## src/rtl/crc_pkg.sv

```systemverilog
// Shared CRC-8 definitions: polynomial, checker FSM states and a reference byte step.
// The step function runs bit-serially and shares no code with the parallel update block.
package crc_pkg;

    localparam logic [7:0] CRC8_POLY = 8'h07;

    typedef enum logic [1:0] {
        IDLE,
        ACCUM,
        RESULT
    } state_t;

    function automatic logic [7:0] crc8_step(input logic [7:0] c, input logic [7:0] d);
        logic [7:0] r;
        r = c ^ d;
        for (int i = 0; i < 8; i++) begin
            r = r[7] ? ((r << 1) ^ CRC8_POLY) : (r << 1);
        end
        return r;
    endfunction

endpackage

```

## src/rtl/crc8_update.sv

```systemverilog
// CRC-8 (0x07, MSB-first, unreflected) one-byte parallel update.
// Latency: combinational, 0 cycles.
// Backpressure: none; a pure function of its inputs.
module crc8_update
    import crc_pkg::*;
(
    input  logic [7:0] crcIn,
    input  logic [7:0] data,
    output logic [7:0] crcOut
);

    logic [7:0] t;

    assign t = crcIn ^ data;

    // Eight shift/XOR steps of the 0x07 polynomial collapsed into XOR trees.
    assign crcOut[0] = t[0] ^ t[6] ^ t[7];
    assign crcOut[1] = t[0] ^ t[1] ^ t[6];
    assign crcOut[2] = t[0] ^ t[1] ^ t[2] ^ t[6];
    assign crcOut[3] = t[1] ^ t[2] ^ t[3] ^ t[7];
    assign crcOut[4] = t[2] ^ t[3] ^ t[4];
    assign crcOut[5] = t[3] ^ t[4] ^ t[5];
    assign crcOut[6] = t[4] ^ t[5] ^ t[6];
    assign crcOut[7] = t[5] ^ t[6] ^ t[7];

endmodule

```

## config.mk

```make
export PLATFORM = sky130hd
export DESIGN_NAME = crc8_update
export DESIGN_NICKNAME = d
export VERILOG_FILES = /design/src/rtl/crc_pkg.sv /design/src/rtl/crc8_update.sv
export SDC_FILE = /design/constraint.sdc
export NUM_CORES = 1
export LEC_CHECK = 0
export BUFFER_PORTS_ARGS = -buffer_cell sky130_fd_sc_hd__buf_2
export CORE_AREA = 2 2 39 41
export DETAILED_ROUTE_END_ITERATION = 10
export DIE_AREA = 0 0 41 43
export GPL_TIMING_DRIVEN = 0
export SLEW_MARGIN = 20
export SYNTH_ARGS = -nofsm -noshare
export SYNTH_HDL_FRONTEND = slang
export SYNTH_SLANG_ARGS = --single-unit
```

## constraint.sdc

```tcl
create_clock -name vclk -period 0.8
set_input_delay 0.04 -clock vclk [all_inputs]
set_output_delay 0.04 -clock vclk [all_outputs]
set_load 0.1 [all_outputs]
```

==> flow_metrics.py, run 1 <==
metrics = {
    "status": {
        "outcome": "finished, violations left",
        "violations": "negative setup slack",
    },
    "route": {
        "met3_length_um": 44,
        "ant_nets": 0,
        "via_per_inst": 3.74,
        "firstDrtPassIters": 1,
        "vias": 269,
        "topRoutingLayerUsed": "met3",
        "drt_wl_total_um": 760,
        "routedWlPerCell_um": 10.6,
        "drtIter0Drc": 0,
        "dr_wl_met2_um": 523,
        "routedLengthMet1_um": 191,
        "drc": 0,
    },
    "timing": {
        "min_period_over_period_pct": 141,
        "worstMarginPinSlew_ns": 0.296,
        "fin_crit_ns": 1.13,
        "relSlewSlack_pct": 80.3,
        "setup_slack_ns": -0.328,
        "rsz0062_at_grt": "yes",
        "final.setup.tns_ns": -2.25,
        "max_clock_freq_ghz": 0.887,
        "final-setup-viol-count": 8,
        "finalHoldViolCount": 0,
        "finalMaxSlewViolations": 0,
    },
    "global_route": {
        "track_usage_pct": 10.4,
        "antenna_found_initial": 0,
        "grt_overflow": 0,
        "grt_pass1_vias": 323,
        "grt_max_degree": 4,
        "grt_pass1_wl_um": 1260,
    },
    "hold_path": {
        "holdPathStages": 5,
        "min_from": "data[1]",
        "hp-class": "input pin to output port",
        "min_to": "crcOut[1]",
    },
    "critical_path": {
        "endpoint_kind": "output port",
        "arrival_ns": 1.09,
        "critPathRequiredTime_ns": 0.76,
        "start_kind": "input pin",
        "criticalPathCategory": "input pin to output port",
        "worst-path-max-fanout": 3,
    },
    "synthesis": {
        "synthXorXnorAreaFrac_pct": 100,
        "synth_compound_area_share_pct": 0,
        "synth_area_leaders": "xnor2_1 (34%), xnor2_2 (25%), xor2_1 (17%), xor2_2 (13%), xnor2_4 (11%)",
        "ys_warn_count": 0,
        "synthCells": 22,
        "synth_nets": 38,
        "avgSynthCellArea_um2": 11.7,
        "seq_area_frac_synth_pct": 0,
        "synth.area.mux_share_pct": 0,
        "yosys.area.top_type": "xnor2_1",
        "synth_top_area_share_pct": 34.1,
        "synth-simple-area-share_pct": 0,
        "syn_area_um2": 256,
        "synth_fa_ha_area_share_pct": 0,
        "synth_top_family_by_area": "XOR/XNOR gates",
        "ys_types": 5,
    },
    "place": {
        "dp_hpwl_um": 639,
        "port_buffers": 24,
        "placedCellCount": 62,
        "gp_congestion": 0.580,
    },
    "final_layout": {
        "final_cells": 72,
        "antenna_cells": 0,
        "n_clock_buffer": 0,
        "ff_latch_area_um2": 0,
        "fillers": 77,
        "fin_nets": 74,
        "drive_gt1_share_pct": 100,
        "layout_common_cells": "xnor2_4 (15), buf_12 (10), buf_6 (8)",
        "syn_to_final_growth_pct": 311,
        "n_sequential_cell": 0,
        "layout_commonest_cell": "xnor2_4",
    },
    "floorplan": {
        "io-pin-count": 24,
        "core_area_mm2": 0.00138,
        "start_util_pct": 18.5,
        "die_y_um": 43,
        "rows": 14,
        "die_w_um": 41,
        "dieArea_mm2": 0.00176,
    },
    "pwr": {
        "powerDensity_mw_per_mm2": 2580,
        "ir_drop_mv": 1.43,
        "p_leak_nw": 0.416,
    },
    "run": {
        "cap_violations": 0,
    },
}
## per-stage QoR
step                cell area (µm²)  setup WS, ns  util (%)  hold WS, ns  total power, mW
floorplan                       564        -0.459         -        0.479             1.73
global placement                704        -0.697      50.9        0.730             1.95
detailed placement              704        -0.711      50.9        0.747             1.97
CTS                             986        -0.340      71.2        0.685             2.65
global route                   1050        -0.369      76.2        0.704             2.81
finish                         1050        -0.328      76.2        0.682             2.72
## synthesized netlist by cell type
| master | n |
|---|---|
| xnor2_1 | 10 |
| xnor2_2 | 4 |
| xnor2_4 | 1 |
| xor2_1 | 5 |
| xor2_2 | 2 |
## what timing repair did
item / 4_1_cts / 5_1_grt
gates cloned: 0 / 0
hold buffers: 0 / 0
gates resized for setup: 56 / 9
endpoints found under the setup margin: 8 / 8
buffers inserted: 8 / 2
pin swaps: 16 / 7
## worst max-delay path: stages
cell and delay (ns):
buf_8 0.10, xnor2_4 0.17, buf_12 0.15, xnor2_4 0.12
buf_12 0.15, xor2_4 0.16, buf_12 0.19
## worst max path at each step
stage             start        end  slack (ns)  cells past startpoint
3_3_place_gp    data[6]  crcOut[7]       -0.70                      5
4_1_cts        crcIn[6]  crcOut[2]       -0.34                      6
2_1_floorplan   data[0]  crcOut[2]       -0.46                      3
5_1_grt         data[6]  crcOut[2]       -0.37                      7
6_report        data[6]  crcOut[2]       -0.33                      7
3_5_place_dp    data[6]  crcOut[7]       -0.71                      5
## power by group
group	leakage, nW	total [mW]	internal, mW	switching, mW
registers	0	0	0	0
clock network	0	0	0	0
logic	0.416	2.72	1.19	1.53
total	0.416	2.72	1.19	1.53
## routing by layer
metal	up-vias	global-route usage, %
met5	-	0
met4	0	0
met3	0	0
met2	15	22.8
met1	122	9.70
li1	132	-
## area by class of cell
cell class         count  area (µm²)  share of cell area [%]
multi-input cells     22         594                    56.3
well taps             16        20.0                    1.90
repair buffers        34         440                    41.8
## kinds of logic (layout without fill, tap and decap cells)
logic type             after synthesis  count (layout)
buffers and inverters                0              34
XOR/XNOR                            22              22
No activity file was read; power rests on OpenSTA's default activity.
==> run 2, diff against run 1 <==
ABC_AREA = 1   (was default)
==> run 2 against run 1 <==
The run still ends with negative setup slack left; global-route usage rose by 8.3 points; die area did not move; power fell by 20%; wire length rose to 2.8 times the previous value; first-iteration DRC count rose by 3; flip-flop and latch count did not move; combinational power fell by 20%; utilization rose by 18 points; synthesized area rose by 24%; final cell count rose by 57%; critical path type unchanged; critical endpoint is now crcOut[3]; highest routed layer is now met4.
==> flow_metrics.py, run 2 <==
metrics = {
    "route": {
        "drt_wl_total_um": 2160,
        "drc": 0,
        "drtIter0Drc": 3,
        "vias": 549,
        "firstDrtPassIters": 4,
        "via_per_inst": 4.86,
        "routedWlPerCell_um": 19.1,
        "ant_nets": 0,
    },
    "critical_path": {
        "criticalPathCategory": "input pin to output port",
        "cpPeakStageDelay_ns": 0.24,
        "slowest_stage": "xnor2_4",
        "critPathRequiredTime_ns": 0.76,
        "arrival_ns": 1.01,
        "critPathBufInv": 2,
        "worstPathCellList": "buf_8 > xnor2_4 > xor2_1 > nand2_2 > nand2_8 > buf_12",
        "crit_family": "XOR/XNOR gates",
        "start_kind": "input pin",
        "worst-path-max-fanout": 4,
        "endpoint_kind": "output port",
    },
    "synthesis": {
        "ys_types": 6,
        "synth_most_common_cell": "nand2_1",
        "avgSynthCellArea_um2": 5.23,
        "synth_nets": 77,
        "synth_area_leaders": "nand2_1 (40%), xnor2_1 (22%), xor2_1 (22%), nand3_1 (9.4%), inv_1 (4.7%)",
        "ys_top_cells_by_count": "nand2_1 (34), xnor2_1 (8), xor2_1 (8), nand3_1 (6), inv_1 (4)",
        "synthCells": 61,
        "seq_area_frac_synth_pct": 0,
        "yosys.area.top_type": "nand2_1",
        "syn_area_um2": 319,
        "synth_top_area_share_pct": 40.0,
        "ys_warn_count": 0,
    },
    "timing": {
        "hold_ws_ns": 0.577,
        "fin_crit_ns": 1.05,
        "finalMaxSlewViolations": 0,
        "min_period_over_period_pct": 131,
        "max_clock_freq_ghz": 0.955,
        "worstMarginPinSlew_ns": 0.233,
        "relSlewSlack_pct": 84.4,
        "finalHoldViolCount": 0,
        "setup_slack_ns": -0.247,
        "final-setup-viol-count": 8,
        "rsz0062_at_grt": "yes",
    },
    "pwr": {
        "swShare_pct": 59.8,
        "ir_drop_mv": 1.14,
        "powerDensity_mw_per_mm2": 1670,
        "p_leak_nw": 0.596,
        "p_seq_share_pct": 0,
        "cell_internal_pwr_uw": 875,
        "clkPwrFrac_pct": 0,
        "p_sw_mw": 1.30,
        "pwr-share-comb_pct": 100.0,
    },
    "floorplan": {
        "io-pin-count": 24,
        "die_y_um": 43,
        "die_w_um": 41,
        "rows": 14,
        "dieArea_mm2": 0.00176,
        "start_util_pct": 23.1,
        "core_area_mm2": 0.00138,
    },
    "final_layout": {
        "fillers": 38,
        "antenna_cells": 0,
        "drive_gt1_share_pct": 94.8,
        "layout_common_cells": "nand2_4 (17), buf_6 (11), buf_12 (10)",
        "fin_nets": 115,
        "ff_latch_area_um2": 0,
        "layout_commonest_cell": "nand2_4",
        "n_sequential_cell": 0,
        "multi_input_area_um2": 781,
        "syn_to_final_growth_pct": 310,
        "final_area_mm2": 0.00131,
        "n_clock_buffer": 0,
    },
    "place": {
        "gp_congestion": 0.659,
        "dp_hpwl_um": 782,
        "port_buffers": 24,
        "placed_area_um2": 703,
        "place_ws_ns": -0.650,
    },
    "global_route": {
        "grt_pass1_wl_um": 2340,
        "grt_overflow": 0,
        "antenna_found_initial": 0,
        "track_usage_pct": 18.7,
        "grt_pass1_vias": 540,
        "grt_max_degree": 5,
    },
    "status": {
        "violations": "negative setup slack",
        "outcome": "finished, violations left",
    },
    "run": {
        "cap_violations": 0,
    },
    "clock_tree": {
        "cts-hold-fix-buffers": 0,
    },
    "hold_path": {
        "hp-class": "input pin to output port",
    },
}
[run 2: cell types whose count changed after synthesis, sizes merged]
cell / before / now
nand3: 0 / 6
nand2: 0 / 34
inv: 0 / 4
xor2: 7 / 8
or2: 0 / 1
xnor2: 15 / 8
[run 2: worst min-delay path: stages]
cell and delay, ns:
buf_8 0.09, xor2_2 0.08, nand2_4 0.10, nand2_4 0.06
buf_12 0.16
[run 2: cells by family (layout without fill, tap and decap cells)]
logic type | count (synthesis) | count (layout) | synth area share (%)
xor+xnor | 16 | 16 | 43.9
buf+inv | 4 | 40 | 4.70
simple gates | 41 | 41 | 51.4
[run 2: what timing repair did]
item / CTS / global route
buffers inserted: 9 / 3
endpoints found under the hold margin: 0 / 0
cloned: 0 / 0
gates resized for setup: 89 / 42
pin swaps: 29 / 24
setup endpoints to repair: 8 / 8
[run 2: cell type report]
cell class	instances	area share, %
tap	16	1.53
multi-input combinational	57	59.7
inverter	4	1.91
timing repair buffer	36	36.8
[run 2: worst paths after layout]
check,from,endpoint,depth (start not counted)
max,data[7],crcOut[3],6
min,crcIn[6],crcOut[1],5
[run 2: metal layers]
metal | GRT usage [%] | wire length, µm | vias to the layer above
met5 | 0 | 0 | -
met4 | 0 | 19 | 0
met3 | 0.524 | 67 | 2
met2 | 35.3 | 1280 | 19
met1 | 23.2 | 793 | 272
li1 | - | - | 256
[run 2: power groups by stage]
stage / clock [mW] / sequential [mW] / combinational, mW
2_1_floorplan: 0 / 0 / 1.20
3_3_place_gp: 0 / 0 / 1.37
3_5_place_dp: 0 / 0 / 1.38
4_1_cts: 0 / 0 / 2.00
5_1_grt: 0 / 0 / 2.24
6_report: 0 / 0 / 2.18
[run 2: metrics by stage]
stage / instances / utilization (%) / power, mW / setup TNS, ns
3_5_place_dp: 101 / 50.8 / 1.38 / -4.12
2_1_floorplan: 61 / - / 1.20 / -0.779
6_report: 113 / 94.5 / 2.18 / -1.70
3_3_place_gp: 101 / 50.8 / 1.37 / -4.07
4_1_cts: 110 / 82.0 / 2.00 / -1.49
5_1_grt: 113 / 94.5 / 2.24 / -1.99
==> run 3, diff against run 2 <==
BUFFER_PORTS_ARGS = -buffer_cell sky130_fd_sc_hd__buf_4   (was -buffer_cell sky130_fd_sc_hd__buf_2)
==> run 3 against run 2 <==
The run still ends with negative setup slack left; combinational power shrank 3%; critical path depth grew 2; via count grew 0.36%; worst hold slack gained 0.011 ns; fmax shrank 2.3%; wire length shrank 11%; setup slack lost 0.025 ns; die area is the same; highest routed layer unchanged.
==> flow_metrics.py, run 3 (synthesized netlist as in run 2, its figures left out) <==
metrics = {
    "status": {
        "outcome": "finished, violations left",
        "violations": "negative setup slack",
    },
    "route": {
        "topRoutingLayerUsed": "met4",
        "routedLengthMet1_um": 710,
        "firstDrtPassIters": 4,
        "via_per_inst": 4.92,
        "dr_wl_met2_um": 1090,
        "routedWlPerCell_um": 17.1,
        "vias": 551,
        "ant_nets": 0,
        "met3_length_um": 79,
        "drc": 0,
        "drtIter0Drc": 14,
        "drt_wl_total_um": 1920,
    },
    "hold_path": {
        "hp-class": "input pin to output port",
    },
    "global_route": {
        "track_usage_pct": 17.3,
        "grt_pass1_vias": 548,
        "antenna_found_initial": 0,
        "grt_overflow": 0,
        "grt_max_degree": 5,
        "grt_pass1_wl_um": 2200,
    },
    "pwr": {
        "ir_drop_mv": 1.70,
        "powerDensity_mw_per_mm2": 1700,
        "p_leak_nw": 0.562,
    },
    "final_layout": {
        "ff_latch_area_um2": 0,
        "n_clock_buffer": 0,
        "fillers": 49,
        "n_sequential_cell": 0,
        "drive_gt1_share_pct": 83.3,
        "fin_util_pct": 89.9,
        "syn_to_final_growth_pct": 290,
        "fin_nets": 114,
        "layout_commonest_cell": "buf_4",
        "layout_common_cells": "buf_4 (14), nand2_2 (11), buf_12 (11)",
        "final_cells": 112,
        "antenna_cells": 0,
    },
    "timing": {
        "worstMarginPinSlew_ns": 0.341,
        "setup_slack_ns": -0.272,
        "relSlewSlack_pct": 77.2,
        "rsz0062_at_grt": "yes",
        "hold_ws_ns": 0.588,
        "final-setup-viol-count": 8,
        "fin_crit_ns": 1.07,
        "finalMaxSlewViolations": 0,
        "max_clock_freq_ghz": 0.933,
        "finalHoldViolCount": 0,
        "min_period_over_period_pct": 134,
    },
    "critical_path": {
        "cpPeakStageDelay_ns": 0.23,
        "critPathRequiredTime_ns": 0.76,
        "endpoint_kind": "output port",
        "criticalPathCategory": "input pin to output port",
        "start_kind": "input pin",
        "crit_family": "simple AND/OR/NAND/NOR gates",
        "critPathBufInv": 3,
        "worst-path-max-fanout": 3,
        "arrival_ns": 1.03,
        "crit_top_cell": "nand2_2",
        "slowest_stage": "xor2_1",
        "worstPathCellList": "buf_4 > inv_1 > nand2_1 > nand2_2 > xor2_1 > nand2_2 > nand2_8 > buf_12",
    },
    "floorplan": {
        "io-pin-count": 24,
        "start_util_pct": 23.1,
        "rows": 14,
        "core_area_mm2": 0.00138,
        "dieArea_mm2": 0.00176,
        "die_y_um": 43,
        "die_w_um": 41,
    },
    "clock_tree": {
        "cts-hold-fix-buffers": 0,
    },
    "run": {
        "cap_violations": 0,
    },
    "place": {
        "port_buffers": 24,
        "dp_hpwl_um": 779,
        "placedCellCount": 101,
        "gp_congestion": 0.672,
    },
}
-- run 3: worst paths after layout --
kind | startpoint | end | slack (ns) | cells after the start
worst max-delay path | crcIn[1] | crcOut[3] | -0.27 | 8
worst min-delay path | crcIn[2] | crcOut[2] | 0.59 | 5
-- run 3: layer usage --
metal  global-route usage, %  vias to the layer above
li1                        -                      256
met2                    33.8                       23
met4                       0                        0
met5                       0                        -
met1                    20.8                      268
met3                       0                        4
-- run 3: layout make-up --
type / count / area (µm²) / area share [%]
multi-input combinational: 57 / 752 / 60.5
timing repair buffer: 35 / 457 / 36.7
tap: 16 / 20.0 / 1.61
inverter: 4 / 15.0 / 1.21
-- run 3: timing repair --
action                     in CTS  in global routing
gates cloned                    0                  0
gates resized for setup        75                 10
buffers inserted                8                  3
pin swaps                      24                 17
hold endpoints to repair        0                  0
setup endpoints to repair       8                  8
-- run 3: where the power goes --
part	total (mW)	internal, mW	leakage [nW]	switching, mW
clock	0	0	0	0
sequential	0	0	0	0
combinational	2.12	0.850	0.562	1.27
total	2.12	0.850	0.562	1.27
-- run 3: stage by stage --
stage / setup TNS, ns / setup slack [ns] / cell area [µm²] / power (mW)
4_1_cts: -1.38 / -0.214 / 1170 / 2.01
6_report: -1.68 / -0.272 / 1240 / 2.12
3_3_place_gp: -3.02 / -0.525 / 763 / 1.46
3_5_place_dp: -3.04 / -0.525 / 763 / 1.46
2_1_floorplan: -0.779 / -0.237 / 563 / 1.20
5_1_grt: -2.07 / -0.341 / 1240 / 2.18
